<file path="config.mk">
export PLATFORM = sky130hd
export DESIGN_NAME = pipeline_ctrl_flat
export DESIGN_NICKNAME = d
export VERILOG_FILES = /design/src/rtl/pipeline_ctrl_if.sv /design/src/rtl/pipeline_ctrl.sv /design/src/flat_wrapper.sv
export SDC_FILE = /design/constraint.sdc
export NUM_CORES = 1
export LEC_CHECK = 0
export CORE_MARGIN = 2
export CORE_UTILIZATION = 50
export DETAILED_ROUTE_END_ITERATION = 10
export HOLD_SLACK_MARGIN = 0.05
export PLACE_DENSITY = 0.85
export SYNTH_ARGS = -nofsm -noshare
export SYNTH_HDL_FRONTEND = slang
export SYNTH_SLANG_ARGS = --single-unit
</file>
<file path="constraint.sdc">
create_clock -name clk -period 4.55 [get_ports clk]
set_clock_uncertainty 0.1 [all_clocks]
set_input_delay 0.455 -clock clk [delete_from_list [all_inputs] [get_ports clk]]
set_output_delay 0.455 -clock clk [all_outputs]
set_load 0.01 [all_outputs]
</file>
<file path="src/rtl/pipeline_ctrl_if.sv">
// Request and control bundle between the pipeline stages and pipeline_ctrl.
// The slave modport is the controller; the master modport is the pipeline side that raises requests.
interface pipeline_ctrl_if #(
  parameter int CNT_W = 32
);
  logic              id_stall_req;
  logic              id_force_jump;
  logic [31:0]       id_next_pc;
  logic              ex_branch_valid;
  logic              ex_branch_taken;
  logic              ex_pred_taken;
  logic [31:0]       ex_branch_pc;
  logic [31:0]       ex_pc;
  logic              mem_busy;

  logic              pc_write;
  logic              redirect;
  logic [31:0]       redirect_pc;
  logic              if_id_en;
  logic              id_ex_en;
  logic              ex_mem_en;
  logic              mem_wb_en;
  logic              if_id_flush;
  logic              id_ex_flush;
  logic [CNT_W-1:0]  cycle_cnt;
  logic [CNT_W-1:0]  stall_cnt;
  logic [CNT_W-1:0]  flush_cnt;
  logic              state_dbg;

  // No valid/ready pairing here: every request is level-sensitive and is acted on
  // in the same cycle it is high; the controller never back-pressures a requester.
  modport slave (
    input  id_stall_req, id_force_jump, id_next_pc,
    input  ex_branch_valid, ex_branch_taken, ex_pred_taken, ex_branch_pc, ex_pc,
    input  mem_busy,
    output pc_write, redirect, redirect_pc,
    output if_id_en, id_ex_en, ex_mem_en, mem_wb_en,
    output if_id_flush, id_ex_flush,
    output cycle_cnt, stall_cnt, flush_cnt, state_dbg
  );

  modport master (
    output id_stall_req, id_force_jump, id_next_pc,
    output ex_branch_valid, ex_branch_taken, ex_pred_taken, ex_branch_pc, ex_pc,
    output mem_busy,
    input  pc_write, redirect, redirect_pc,
    input  if_id_en, id_ex_en, ex_mem_en, mem_wb_en,
    input  if_id_flush, id_ex_flush,
    input  cycle_cnt, stall_cnt, flush_cnt, state_dbg
  );
endinterface

</file>
<file path="src/rtl/pipeline_ctrl.sv">
// Hazard/sequencing controller for the five-stage pipeline: per-stage enables, flushes,
// PC redirect, a held redirect while memory is busy, and cycle/stall/flush counters.
module pipeline_ctrl #(
  parameter int CNT_W = 32
) (
  input  logic                clk,
  input  logic                rst,
  pipeline_ctrl_if.slave      bus
);

  typedef enum logic {RUN, HOLD} state_t;

  state_t           r_state;
  state_t           w_next_state;
  logic [31:0]      r_pend_pc;
  logic [31:0]      w_next_pend_pc;
  logic [CNT_W-1:0] r_cycle_cnt;
  logic [CNT_W-1:0] r_stall_cnt;
  logic [CNT_W-1:0] r_flush_cnt;

  logic             w_mispredict;
  logic [31:0]      w_target;
  logic             w_pc_write;
  logic             w_redirect;
  logic [31:0]      w_redirect_pc;
  logic             w_if_id_en;
  logic             w_id_ex_en;
  logic             w_ex_mem_en;
  logic             w_mem_wb_en;
  logic             w_if_id_flush;
  logic             w_id_ex_flush;

  assign w_mispredict = bus.ex_branch_valid && (bus.ex_branch_taken != bus.ex_pred_taken);
  assign w_target     = bus.ex_branch_taken ? bus.ex_branch_pc : (bus.ex_pc + 32'd4);

  always_comb begin
    w_pc_write     = 1'b1;
    w_redirect     = 1'b0;
    w_redirect_pc  = 32'd0;
    w_if_id_en     = 1'b1;
    w_id_ex_en     = 1'b1;
    w_ex_mem_en    = 1'b1;
    w_mem_wb_en    = 1'b1;
    w_if_id_flush  = 1'b0;
    w_id_ex_flush  = 1'b0;
    w_next_state   = r_state;
    w_next_pend_pc = r_pend_pc;

    if (rst) begin
      w_pc_write     = 1'b0;
      w_if_id_en     = 1'b0;
      w_id_ex_en     = 1'b0;
      w_ex_mem_en    = 1'b0;
      w_mem_wb_en    = 1'b0;
      w_if_id_flush  = 1'b1;
      w_id_ex_flush  = 1'b1;
      w_next_state   = RUN;
      w_next_pend_pc = 32'd0;
    end else if (bus.mem_busy) begin
      // Whole pipeline frozen; execute keeps reporting the branch, so capture it only from RUN.
      w_pc_write  = 1'b0;
      w_if_id_en  = 1'b0;
      w_id_ex_en  = 1'b0;
      w_ex_mem_en = 1'b0;
      w_mem_wb_en = 1'b0;
      if (r_state == RUN && w_mispredict) begin
        w_next_state   = HOLD;
        w_next_pend_pc = w_target;
      end
    end else begin
      case (r_state)
        HOLD: begin
          w_redirect    = 1'b1;
          w_redirect_pc = r_pend_pc;
          w_if_id_flush = 1'b1;
          w_id_ex_flush = 1'b1;
          w_next_state  = RUN;
        end
        default: begin
          if (w_mispredict) begin
            w_redirect    = 1'b1;
            w_redirect_pc = w_target;
            w_if_id_flush = 1'b1;
            w_id_ex_flush = 1'b1;
          end else if (bus.id_stall_req) begin
            w_pc_write    = 1'b0;
            w_if_id_en    = 1'b0;
            w_id_ex_flush = 1'b1;
          end else if (bus.id_force_jump) begin
            w_redirect    = 1'b1;
            w_redirect_pc = bus.id_next_pc;
            w_if_id_flush = 1'b1;
          end
        end
      endcase
    end
  end

  always_ff @(posedge clk) begin
    if (rst) begin
      r_state     <= RUN;
      r_pend_pc   <= 32'd0;
      r_cycle_cnt <= '0;
      r_stall_cnt <= '0;
      r_flush_cnt <= '0;
    end else begin
      r_state     <= w_next_state;
      r_pend_pc   <= w_next_pend_pc;
      r_cycle_cnt <= r_cycle_cnt + CNT_W'(1);
      if (!w_pc_write)   r_stall_cnt <= r_stall_cnt + CNT_W'(1);
      if (w_if_id_flush) r_flush_cnt <= r_flush_cnt + CNT_W'(1);
    end
  end

  assign bus.pc_write    = w_pc_write;
  assign bus.redirect    = w_redirect;
  assign bus.redirect_pc = w_redirect_pc;
  assign bus.if_id_en    = w_if_id_en;
  assign bus.id_ex_en    = w_id_ex_en;
  assign bus.ex_mem_en   = w_ex_mem_en;
  assign bus.mem_wb_en   = w_mem_wb_en;
  assign bus.if_id_flush = w_if_id_flush;
  assign bus.id_ex_flush = w_id_ex_flush;
  assign bus.cycle_cnt   = r_cycle_cnt;
  assign bus.stall_cnt   = r_stall_cnt;
  assign bus.flush_cnt   = r_flush_cnt;
  assign bus.state_dbg   = (r_state == HOLD);

endmodule

</file>
<file path="src/flat_wrapper.sv">
// flat-port wrapper written by rule: the top's interface ports become plain ports
module pipeline_ctrl_flat 
#(
  parameter int CNT_W = 32
)
  (clk, rst, bus_id_stall_req, bus_id_force_jump, bus_id_next_pc, bus_ex_branch_valid, bus_ex_branch_taken, bus_ex_pred_taken, bus_ex_branch_pc, bus_ex_pc, bus_mem_busy, bus_pc_write, bus_redirect, bus_redirect_pc, bus_if_id_en, bus_id_ex_en, bus_ex_mem_en, bus_mem_wb_en, bus_if_id_flush, bus_id_ex_flush, bus_cycle_cnt, bus_stall_cnt, bus_flush_cnt, bus_state_dbg);
  pipeline_ctrl_if #(.CNT_W(CNT_W)) bus_i ();
  input  logic clk;
  input  logic rst;
  input wire logic [$bits(bus_i.id_stall_req)-1:0] bus_id_stall_req;
  input wire logic [$bits(bus_i.id_force_jump)-1:0] bus_id_force_jump;
  input wire logic [$bits(bus_i.id_next_pc)-1:0] bus_id_next_pc;
  input wire logic [$bits(bus_i.ex_branch_valid)-1:0] bus_ex_branch_valid;
  input wire logic [$bits(bus_i.ex_branch_taken)-1:0] bus_ex_branch_taken;
  input wire logic [$bits(bus_i.ex_pred_taken)-1:0] bus_ex_pred_taken;
  input wire logic [$bits(bus_i.ex_branch_pc)-1:0] bus_ex_branch_pc;
  input wire logic [$bits(bus_i.ex_pc)-1:0] bus_ex_pc;
  input wire logic [$bits(bus_i.mem_busy)-1:0] bus_mem_busy;
  output wire logic [$bits(bus_i.pc_write)-1:0] bus_pc_write;
  output wire logic [$bits(bus_i.redirect)-1:0] bus_redirect;
  output wire logic [$bits(bus_i.redirect_pc)-1:0] bus_redirect_pc;
  output wire logic [$bits(bus_i.if_id_en)-1:0] bus_if_id_en;
  output wire logic [$bits(bus_i.id_ex_en)-1:0] bus_id_ex_en;
  output wire logic [$bits(bus_i.ex_mem_en)-1:0] bus_ex_mem_en;
  output wire logic [$bits(bus_i.mem_wb_en)-1:0] bus_mem_wb_en;
  output wire logic [$bits(bus_i.if_id_flush)-1:0] bus_if_id_flush;
  output wire logic [$bits(bus_i.id_ex_flush)-1:0] bus_id_ex_flush;
  output wire logic [$bits(bus_i.cycle_cnt)-1:0] bus_cycle_cnt;
  output wire logic [$bits(bus_i.stall_cnt)-1:0] bus_stall_cnt;
  output wire logic [$bits(bus_i.flush_cnt)-1:0] bus_flush_cnt;
  output wire logic [$bits(bus_i.state_dbg)-1:0] bus_state_dbg;
  assign bus_i.id_stall_req = bus_id_stall_req;
  assign bus_i.id_force_jump = bus_id_force_jump;
  assign bus_i.id_next_pc = bus_id_next_pc;
  assign bus_i.ex_branch_valid = bus_ex_branch_valid;
  assign bus_i.ex_branch_taken = bus_ex_branch_taken;
  assign bus_i.ex_pred_taken = bus_ex_pred_taken;
  assign bus_i.ex_branch_pc = bus_ex_branch_pc;
  assign bus_i.ex_pc = bus_ex_pc;
  assign bus_i.mem_busy = bus_mem_busy;
  assign bus_pc_write = bus_i.pc_write;
  assign bus_redirect = bus_i.redirect;
  assign bus_redirect_pc = bus_i.redirect_pc;
  assign bus_if_id_en = bus_i.if_id_en;
  assign bus_id_ex_en = bus_i.id_ex_en;
  assign bus_ex_mem_en = bus_i.ex_mem_en;
  assign bus_mem_wb_en = bus_i.mem_wb_en;
  assign bus_if_id_flush = bus_i.if_id_flush;
  assign bus_id_ex_flush = bus_i.id_ex_flush;
  assign bus_cycle_cnt = bus_i.cycle_cnt;
  assign bus_stall_cnt = bus_i.stall_cnt;
  assign bus_flush_cnt = bus_i.flush_cnt;
  assign bus_state_dbg = bus_i.state_dbg;
  pipeline_ctrl #(.CNT_W(CNT_W)) u_core (.clk(clk), .rst(rst), .bus(bus_i));
endmodule
</file>
==> flow_summary.ini, run 1 <==
[route]
drtPass1Iterations = 5
vias = 8114
first_iter_violations = 816
drc = 0
totalWireLength_um = 24100
wl_per_cell_um = 17.8
via_per_inst = 5.99
detail-route-antenna-nets = 0

[worst_setup_path]
required_ns = 3.99
critPathKind = input port to output port
path_max_fanout = 14
cp-startpoint = bus_ex_pred_taken
end_kind = output port
slowest_stage = clkdlybuf4s50_1
cp_cell_sequence = clkdlybuf4s50_1 > xor2_4 > nand2_1 > nor2_1 > nand2_1 > o32ai_1 > clkdlybuf4s50_1
start_kind = input port
critPathArrivalTime_ns = 3.33
max_stage_delay_ns = 0.60
r2r_start = u_core.bus.state_dbg$_SDFFE_PP0P_

[sta]
drv_slew = 0
min_period_ns = 3.89
min_period_over_period = 0.855
timing.setup.tns_ns = 0
max_slew.worst_pin.slew_ns = 1.05
finalSetupViolations = 0
setup_ws_ns = 0.660
finalHoldViolations = 0
fmax_ghz = 0.257
slew_headroom = 0.302
rsz0062_at_grt = no

[logic_synthesis]
syn_avg_cell_area_um2 = 7.99
ys_ff_latch = 129
yosys_warnings = 0
synth_top_family_by_area = simple AND/OR/NAND/NOR gates
yosys-mux-area-fraction = 0.0226
synthSimpleGateAreaFrac = 0.308
syn_area_um2 = 7580
synth-edff-count = 0
synth_compound_area_frac = 0.192
synth-adder-area-share = 0.00661
yosysUniqueCellTypes = 75
synth_xor_area_frac = 0.0822
synthArstFlopShare = 0
yosysSeqAreaShare = 0.341
yosys_most_used_dff = dfxtp_1
synth_nets = 1056
syn_inst = 948

[placed_design]
gp_congestion = 0.911
port-buffer-count = 240
place_area_um2 = 10000
place_ws_ns = 0.744
hpwl_um = 17100

[power]
clockPowerShare = 0.471
p_leak_nw = 3.53
p_total_mw = 2.99
sequentialPowerShare = 0.394
netSwitchingFraction = 0.257
switchingPower_mw = 0.769
p_per_area_nw_per_um2 = 281
intPower_mw = 2.22
vdd_drop_max_mv = 0.279
p_comb_frac = 0.134

[die]
start_util = 0.517
num_rows = 44
die_h_um = 127
die_area_um2 = 16200
die_w_um = 127
io_pins = 241
coreArea_um2 = 14600

[finish]
fillerInstances = 1128
layout-drive-gt1-share = 0.0718
mostFrequentLayoutCells = 238 x clkdlybuf4s50_1, 128 x dfxtp_1, 105 x nor2_1
fin_area_um2 = 10600
postLayoutCoreUtil = 0.726
mostFrequentLayoutCell = clkdlybuf4s50_1
synthToLayoutAreaGrowth_pct = 40.4
final_nets = 1265

[global_routing]
grt_use_met1 = 0.370
grt_overflow = 0
met3_usage = 0.0750
grt_pass1_vias = 7476
grtUsageMet2 = 0.475
grt_usage = 0.292
grt_pass1_wl_um = 38300
antenna_found_initial = 1
grt_start_max_net_pins = 81
top_usage_layer = met2

[run_status]
outcome = finished, final reports clean

[clock_network]
clkSinkCount = 129
cts-buffers-inserted = 17
hold_buffers = 0
h-tree-depth = 4
clockBufferDepth = 2
post_cts_buffers = 0
postCtsResizedCells = 0
cts.clk_slew.worst_paths_ns = 0.05
clk_latency_ns = 0.42
cts_tree = built
clockRootBuffer = clkbuf_16

[min_path]
hold_start = u_core.r_pend_pc[15]$_SDFFE_PP0P_
min_path_type = register to register

[job]
drv_cap = 0
-- power by group through the flow --
stage / combinational, mW / sequential (mW) / clock, mW
finish: 0.400 / 1.18 / 1.41
global route: 0.431 / 1.18 / 1.47
CTS: 0.397 / 1.18 / 1.42
detailed placement: 0.394 / 1.20 / 0
global placement: 0.393 / 1.20 / 0
floorplan: 0.201 / 1.19 / 0
-- synthesized netlist by cell type, types with 5 or more instances --
master | n | area, um2
a31o_2 | 5 | 43.8
or2_2 | 6 | 37.5
nand2_1 | 60 | 225
and2_1 | 9 | 56.3
and3_1 | 17 | 106
nor2_1 | 105 | 394
nand3b_1 | 16 | 120
dfxtp_1 | 129 | 2580
a211o_1 | 5 | 43.8
xor2_1 | 34 | 298
nand3_1 | 35 | 175
a22oi_1 | 15 | 113
o22ai_1 | 5 | 31.3
nor4_1 | 18 | 113
xnor2_1 | 34 | 298
mux2i_1 | 7 | 70.1
nor3_1 | 23 | 115
clkbuf_1 | 43 | 161
o41ai_1 | 10 | 87.6
nor2b_1 | 17 | 106
o32ai_1 | 9 | 78.8
or3_1 | 21 | 131
mux2_2 | 9 | 101
a211oi_1 | 8 | 60.1
nand4_1 | 40 | 250
or4_1 | 7 | 52.6
buf_1 | 6 | 22.5
inv_1 | 21 | 78.8
o31ai_1 | 11 | 82.6
o211ai_1 | 8 | 60.1
and4_1 | 14 | 123
nand2b_1 | 11 | 68.8
buf_2 | 8 | 40.0
a21oi_1 | 72 | 360
o21ai_0 | 42 | 210
-- metrics by stage --
stage,hold WS (ns),cells
after floorplan,0.333,948
final,0.350,1355
after global routing,0.375,1355
after CTS,0.351,1354
after detailed placement,0.343,1322
after global placement,0.341,1322
-- final timing paths --
path	slack, ns	cells past startpoint	to
setup / recovery	0.66	7	bus_redirect_pc[24]
hold / removal	0.35	2	u_core.r_pend_pc[15]$_SDFFE_PP0P_
setup reg to reg	1.55	6	u_core.bus.flush_cnt[30]$_SDFFE_PP0P_
hold reg to reg	0.35	2	u_core.r_pend_pc[15]$_SDFFE_PP0P_
-- critical path: cells and delay by family --
kind	cells	cell delay (ns)
and+or+nand+nor	3	0.93
buffers and inverters	2	1.16
xor gates and xnor gates	1	0.32
AOI/OAI and AO/OA	1	0.47
-- registers in the layout, summed over array words and instances (netlist names) --
register,flops
u_core.bus.cycle_cnt,32
u_core.bus.flush_cnt,32
u_core.bus.stall_cnt,32
u_core.bus.state_dbg,1
u_core.r_pend_pc,32
-- kinds of logic (layout without fill, tap and decap cells) --
logic type / count (synthesis) / count (layout)
AND/OR/NAND/NOR: 423 / 423
AO/OA/AOI/OAI: 221 / 221
flip-flops: 129 / 129
buffers and inverters: 86 / 308
XOR/XNOR: 69 / 69
multiplexers: 16 / 16
adder cells (fa/ha/maj): 4 / 4
other: 0 / 1
-- area by class of cell --
type	count	area [um2]	area share
well taps	184	230	0.0216
inverters	22	82.6	0.00777
clock buffers	17	425	0.0400
multi-input cells	733	4630	0.435
clock inverters	15	180	0.0169
diodes	1	2.50	0.000235
repair buffers	254	2500	0.235
flip-flops and latches	129	2580	0.243
-- per-layer routing --
layer,vias to the layer above,part of all wire
met2,305,0.48
met5,-,0
met3,50,0.071
met4,0,0.028
li1,3908,-
met1,3851,0.42
Note: power is estimated with default switching activity, not from simulation.
==> run 2, diff against run 1 <==
Settings changed: SKIP_LAST_GASP from default to 1.
==> results of run 2 <==
No change in the layout: final DEF, timing and power equal those of run 1.
==> run 3, diff against run 2 <==
Settings changed: CORE_MARGIN 2 to 4.
==> run 3 against run 2 <==
Routed wire length increased by 2.3%. Register-to-register slack improved by 0.39 ns. Critical path depth is 1 higher. Total power down 0.86%. Die area is 6.4% higher. Via count fell by 0.18%. First-iteration DRC count decreased by 24%. Count of clock-buffer cells in the layout grew 2. Final cell count is essentially flat.
==> flow_summary.ini, run 3 (synthesis results as in run 1) <==
[route]
first_iter_violations = 623
totalWireLength_um = 24600
vias = 8099
wl_per_cell_um = 18.2
via_per_inst = 5.98
drtPass1Iterations = 5
detail-route-antenna-nets = 0
drc = 0

[worst_setup_path]
required_ns = 3.99
start_kind = input port
path_max_fanout = 11
critPathArrivalTime_ns = 3.43
end_kind = output port
critPathKind = input port to output port

[finish]
synthToLayoutAreaGrowth_pct = 40.2
postLayoutCoreUtil = 0.723
layout-drive-gt1-share = 0.0701
regArea_um2 = 2580
multi_input_area_um2 = 4630
fillerInstances = 1160
mostFrequentLayoutCell = clkdlybuf4s50_1
mostFrequentLayoutCells = 238 x clkdlybuf4s50_1, 128 x dfxtp_1, 105 x nor2_1
insertedDiodeCount = 0
final_nets = 1265
fin_area_um2 = 10600

[global_routing]
grt_overflow = 0
grt_pass1_wl_um = 38400
grt_pass1_vias = 7619
antenna_found_initial = 0
grt_start_max_net_pins = 64
grt_usage = 0.281

[min_path]
min_path_type = input port to register

[die]
io_pins = 241
num_rows = 44
die_h_um = 131
start_util = 0.515
die_w_um = 131
die_area_um2 = 17200
coreArea_um2 = 14700

[sta]
min_period_ns = 3.98
fmax_ghz = 0.251
holdWs_ns = 0.349
rsz0062_at_grt = no
min_period_over_period = 0.875
drv_slew = 0
finalSetupViolations = 0
slew_headroom = 0.405
timing.setup.tns_ns = 0
finalHoldViolations = 0
max_slew.worst_pin.slew_ns = 0.886

[run_status]
outcome = finished, final reports clean

[clock_network]
cts.clk_slew.worst_paths_ns = 0.06
postCtsResizedCells = 0
clockRootBuffer = clkbuf_16
post_cts_buffers = 0
cts_tree = built
clkSinkCount = 129
clk_latency_ns = 0.42
hold_buffers = 0
cts-buffers-inserted = 17
clockBufferDepth = 2
h-tree-depth = 4

[placed_design]
gp_congestion = 0.941
hpwl_um = 17900
port-buffer-count = 240
place_area_um2 = 10000

[job]
drv_cap = 0

[power]
p_leak_nw = 3.53
p_total_mw = 2.96
vdd_drop_max_mv = 0.279
p_per_area_nw_per_um2 = 279
-- run 3: changes by cell type in the layout (fill, tap and decap cells not counted) --
cell and change:
clkinv_4 +4, clkinvlp_4 -1, clkbuf_1 +2, inv_6 -5, diode_2 -1
-- run 3: metal layers --
metal,wire length [um],GRT usage
met2,11600,0.453
met1,10500,0.359
met3,1850,0.0766
met5,0,0
met4,726,0.106
-- run 3: power breakdown --
group          internal [mW]  switching (mW)
clock network          0.862           0.519
registers               1.15          0.0235
logic                  0.199           0.206
total                   2.21           0.748
-- run 3: area by class of cell --
cell class	count	share of cell area
Sequential cell	129	0.243
Tap cell	184	0.0217
Multi-Input combinational cell	733	0.436
Clock buffer	19	0.0408
Clock inverter	13	0.0154
Inverter	22	0.00777
Timing Repair Buffer	254	0.235
-- run 3: final timing paths --
check                                          from                                     to  slack (ns)  depth (start not counted)
setup / recovery                       bus_ex_pc[2]                    bus_redirect_pc[22]        0.57                          8
hold / removal                                  rst  u_core.bus.flush_cnt[21]$_SDFFE_PP0P_        0.35                          2
setup reg to reg  u_core.bus.state_dbg$_SDFFE_PP0P_  u_core.bus.flush_cnt[31]$_SDFFE_PP0P_        1.94                          6
hold reg to reg   u_core.r_pend_pc[11]$_SDFFE_PP0P_      u_core.r_pend_pc[11]$_SDFFE_PP0P_        0.36                          2
-- run 3: through the flow --
stage,std cells,worst slack [ns]
final,1354,0.569
after global routing,1354,0.403
after CTS,1354,0.618
after detailed placement,1322,0.627
after global placement,1322,0.669
after floorplan,948,1.95
-- run 3: critical path, stage by stage --
cell	delay, ns
clkdlybuf4s50_1	0.56
ha_1	0.22
nand3_1	0.38
nor2_1	0.57
a31o_2	0.24
a21oi_1	0.08
o32ai_1	0.32
clkdlybuf4s50_1	0.60
